File: src/rtl/instr_fetch_unit.sv
// Purpose : instruction fetch unit; owns the 64-bit PC, fetches over a req/ack memory port, issues IR to control.
// Latency : ir_valid rises 1 cycle after mem_req for zero-wait memory, +1 cycle per memory wait cycle.
// Backpr. : ir_ready low in ISSUE holds IR/PC/outputs and keeps mem_req low; peak rate 1 instr per 2 cycles.
//
// Ports:
//   clock, reset          rising-edge clock, asynchronous active-high reset
//   mem_req/mem_addr      read request and address (address is always PC)
//   mem_ack/mem_rdata     read completion and instruction word
//   IR/ir_valid/ir_ready  instruction handed to the control unit, retired on ir_ready
//   PS/pc_in/offset       next-PC select and operands, sampled on retire
//   PC, retired_count     current program counter, number of retired instructions
module instr_fetch_unit #(
  parameter logic [63:0] RESET_PC = 64'h0
) (
  input  logic        clock,
  input  logic        reset,
  output logic        mem_req,
  output logic [63:0] mem_addr,
  input  logic        mem_ack,
  input  logic [31:0] mem_rdata,
  output logic [31:0] IR,
  output logic        ir_valid,
  input  logic        ir_ready,
  input  logic [2:0]  PS,
  input  logic [63:0] pc_in,
  input  logic [63:0] offset,
  output logic [63:0] PC,
  output logic [31:0] retired_count
);

  typedef enum logic [1:0] {
    S_REQ   = 2'd0,
    S_WAIT  = 2'd1,
    S_ISSUE = 2'd2
  } state_t;

  state_t      state;
  logic [63:0] next_pc;

  // Branch targets are word aligned, so the low bits of pc_in and the top
  // bits of the word offset (shifted out by the x4 scaling) never matter.
  logic unused_bits;
  assign unused_bits = ^{pc_in[1:0], offset[63:62]};

  // Next PC as selected by the control word; only consumed on retire.
  always_comb begin
    next_pc = PC + 64'd4;
    case (PS)
      3'b000:  next_pc = PC;
      3'b001:  next_pc = PC + 64'd4;
      3'b010:  next_pc = {pc_in[63:2], 2'b00};
      3'b011:  next_pc = PC + {offset[61:0], 2'b00};
      default: next_pc = PC + 64'd4;  // reserved codes behave as sequential
    endcase
  end

  assign mem_addr = PC;

  // mem_req and ir_valid are flops updated together with the state so that
  // no input reaches an output combinationally.
  always_ff @(posedge clock or posedge reset) begin
    if (reset) begin
      state         <= S_REQ;
      mem_req       <= 1'b1;
      ir_valid      <= 1'b0;
      PC            <= RESET_PC;
      IR            <= 32'h0;
      retired_count <= 32'h0;
    end else begin
      case (state)
        S_REQ, S_WAIT: begin
          if (mem_ack) begin
            IR       <= mem_rdata;
            state    <= S_ISSUE;
            mem_req  <= 1'b0;
            ir_valid <= 1'b1;
          end else begin
            state    <= S_WAIT;
          end
        end
        S_ISSUE: begin
          // mem_ack is ignored here: no request is open.
          if (ir_ready) begin
            PC            <= next_pc;
            retired_count <= retired_count + 32'd1;
            state         <= S_REQ;
            mem_req       <= 1'b1;
            ir_valid      <= 1'b0;
          end
        end
        default: begin
          state    <= S_REQ;
          mem_req  <= 1'b1;
          ir_valid <= 1'b0;
        end
      endcase
    end
  end

endmodule

File: config.mk
export PLATFORM = sky130hd
export DESIGN_NAME = instr_fetch_unit
export DESIGN_NICKNAME = d
export VERILOG_FILES = /design/src/rtl/instr_fetch_unit.sv
export SDC_FILE = /design/constraint.sdc
export NUM_CORES = 1
export LEC_CHECK = 0
export BUFFER_PORTS_ARGS = -buffer_cell sky130_fd_sc_hd__buf_2
export CAP_MARGIN = 10
export CORE_MARGIN = 2
export CORE_UTILIZATION = 40
export CTS_CLUSTER_DIAMETER = 50
export DETAILED_ROUTE_END_ITERATION = 10
export PLACE_DENSITY = 0.74
export SYNTH_ARGS = -nofsm -noshare
export SYNTH_HDL_FRONTEND = slang
export SYNTH_SLANG_ARGS = --single-unit
File: constraint.sdc
create_clock -name clock -period 12.05 [get_ports clock]
set_input_delay 1.205 -clock clock [delete_from_list [all_inputs] [get_ports clock]]
set_output_delay 1.205 -clock clock [all_outputs]
set_load 0.01 [all_outputs]
==> impl_metrics.tcl <==
set metrics [dict create \
    grt_pass1_vias 9305 \
    required_ps 12360 \
    antenna_found_initial 8 \
    switching_share_pct 44.8 \
    drc 0 \
    placed_area_um2 11700 \
    synth_area_um2 10200 \
    synth_top_family_by_area "simple AND/OR/NAND/NOR gates" \
    die-width_um 163 \
    power.internal_mw 1.33 \
    ant_nets 0 \
    clk_pin_slew_ps 70 \
    fin_area_um2 12300 \
    cts_tree "done" \
    cts_setup_buffers 0 \
    die_h_um 163 \
    die_area_um2 26700 \
    start_util_pct 40.6 \
    min_path_cells 1 \
    cts_root_buf "clkbuf_16" \
    mostFrequentLayoutCells "buf_2 (352), nand2_1 (131), dfrtp_1 (129)" \
    slowest_stage "buf_4" \
    timing.fmax_mhz 200 \
    critical-path-top-delay-family "compound AO/OA/AOI/OAI gates" \
    grt_max_degree 85 \
    hold_violations 0 \
    slew_violations 0 \
    combPwrFrac_pct 47.5 \
    fin_setup_tns_ps 0 \
    crit_type "input port to register" \
    viasPerCell 5.40 \
    mostFrequentLayoutCell "buf_2" \
    yosys_warnings 0 \
    ctsHtreeMaxLevel 4 \
    yosys.area_share.simple_pct 21.6 \
    cts_hold_buf 0 \
    wl_um 32300 \
    cts_buffer_depth 2 \
    cts_resized 0 \
    r2r_slack_ps 8360 \
    p_seq_share_pct 30.0 \
    path_depth 16 \
    cts_buffers 17 \
    post-route-period-util_pct 41.5 \
    ys_types 63 \
    max_cap_viol_count 0 \
    tightestPinTransition_ps 876 \
    arrival_ps 5310 \
    skew_ps 15.6 \
    grt_pass1_wl_um 49200 \
    setup_viol 0 \
    ys_async_sr_fraction_pct 100 \
    slew_headroom_pct 41.6 \
    p_leak_nw 6.27 \
    irDropWorstVdd_mv 0.0976 \
    endpoint_kind "register" \
    grt_overflow 0 \
    path_buf_inv 2 \
    vias 9966 \
    layout_min_cycle_time_ps 5000 \
    cellPowerDensity_nw_per_um2 195 \
    drive_gt1_share_pct 29.0 \
    num_rows 58 \
    core-area_um2 25000 \
    dpl.hpwl_um 24700 \
    synth_edf_count 0 \
    drt_first_iter_violations 696 \
    synth-main-ff-cell "dfrtp_1" \
    gp_congestion 0.917 \
    first_pass_iters 5 \
    syn_avg_cell_area_um2 8.19 \
    io_buffers 352 \
    io_pins 361 \
    start_kind "input port" \
    hold_path_class "register to register" \
    reg2reg_depth 12 \
    post_drt_wl_per_cell_um 17.5 \
    ys_seq_elements 130 \
    synthAdderAreaFrac_pct 7.83 \
    cts.sinks 130 \
    grt.total_usage_pct 23.5 \
    max_stage_delay_ps 450 \
    ys_seq_area_share_pct 32.0 \
    synth_compound_area_share_pct 19.6 \
    critPathMaxFanout 62 \
    netSwitchingPower_mw 1.07 \
    status "finished clean" \
    synth_xor_area_share_pct 6.55 \
    areaGrowthSynthToFinish_pct 21.2 \
    synthMuxAreaShare_pct 4.25 \
    post-route-util_pct 49.2 \
    power_frac_clock_pct 22.5 \
    rsz0062_at_grt "false" \
    postSynthCellCount 1240 \
    worstPathCellList "buf_2 > and3b_2 > buf_4 > nand2b_1 > ha_1 > fa_1 > a21o_1 > a21oi_1 > o21ai_1 > a211o_1 > a21oi_1 > o211a_1 > nand2b_1 > a41oi_1 > mux2i_1 > nand3_1" \
    clk_latency_ps 420 \
    nets 1729 \
]
-- power by group through the flow --
stage          Combinational [mW]  Clock [mW]  Sequential, mW
2_1_floorplan               0.797           0           0.752
3_5_place_dp                 1.13           0           0.732
6_report                     1.14       0.540           0.721
4_1_cts                      1.14       0.553           0.724
5_1_grt                      1.26       0.573           0.744
3_3_place_gp                 1.12           0           0.725
-- final cells by class --
cell class / instances / area [um^2]
fill: 2471 / 12700
clock buffer: 17 / 425
clock inverter: 15 / 159
inverter: 27 / 106
multi-input combinational: 962 / 6120
antenna: 2 / 5.00
tap: 330 / 413
sequential: 130 / 3250
timing repair buffer: 361 / 1830
-- synth_stat cells, types with 3 or more instances --
cell | count | area [um^2]
o21ai_1 | 7 | 35.0
and3_1 | 25 | 156
xor2_1 | 34 | 298
xnor2_1 | 42 | 368
nand2_1 | 131 | 492
nand3_1 | 41 | 205
and2_1 | 67 | 419
mux2i_1 | 6 | 60.1
nor3b_1 | 3 | 22.5
nand2b_1 | 8 | 50.1
inv_1 | 27 | 101
o21bai_1 | 13 | 97.6
a21o_1 | 38 | 285
o21ai_0 | 77 | 385
o31a_1 | 4 | 35.0
nor4_1 | 5 | 31.3
o21a_1 | 10 | 75.1
nor3_1 | 23 | 115
o221ai_1 | 3 | 26.3
nor2_1 | 91 | 342
nor2b_1 | 8 | 50.1
mux2_2 | 33 | 372
a21oi_1 | 128 | 641
ha_1 | 62 | 776
clkbuf_1 | 52 | 195
nand4_1 | 31 | 194
a31oi_1 | 18 | 113
or3_1 | 10 | 62.6
buf_4 | 67 | 503
o31ai_1 | 5 | 37.5
dfrtp_1 | 129 | 3230
buf_2 | 3 | 15.0
-- per-layer routing --
metal | share of wire [%] | up-vias | track usage [%]
li1 | - | 4833 | -
met1 | 44 | 4660 | 30.5
met2 | 47 | 418 | 39.3
met3 | 7.6 | 43 | 5.28
met4 | 1.1 | 12 | 6.19
met5 | 0.25 | - | 0
-- kinds of logic (layout without fill, tap and decap cells) --
logic type,after synthesis,in the layout
AND/OR/NAND/NOR,450,450
AO/OA/AOI/OAI,330,330
buffers and inverters,151,420
flip-flops,130,130
XOR/XNOR,76,76
adder cells (fa/ha/maj),63,63
multiplexers,39,39
other,1,6
-- flip-flops by register name, summed over array words and instances, names as in the netlist --
register and cells:
IR 32, PC 62, ir_valid 1, mem_req 1
retired_count 32, state 2
-- final timing paths --
check	start	to
worst max-delay path	PS[2]	PC[54]
worst min-delay path	retired_count[31]	retired_count[31]
worst max register to register	PC[2]	PC[54]
worst min register to register	retired_count[31]	retired_count[31]
max in group asynchronous	reset	PC[33]
min in group asynchronous	reset	retired_count[7]
-- stage by stage --
stage	cells	hold WS [ps]	setup slack (ps)	total power [mW]
2_1_floorplan	1243	474	7380	1.55
3_3_place_gp	1810	457	6690	1.85
3_5_place_dp	1810	463	6630	1.87
4_1_cts	1842	477	7080	2.42
5_1_grt	1842	495	6760	2.58
6_report	1844	480	7050	2.40
Power figures use the tool's default switching activity.
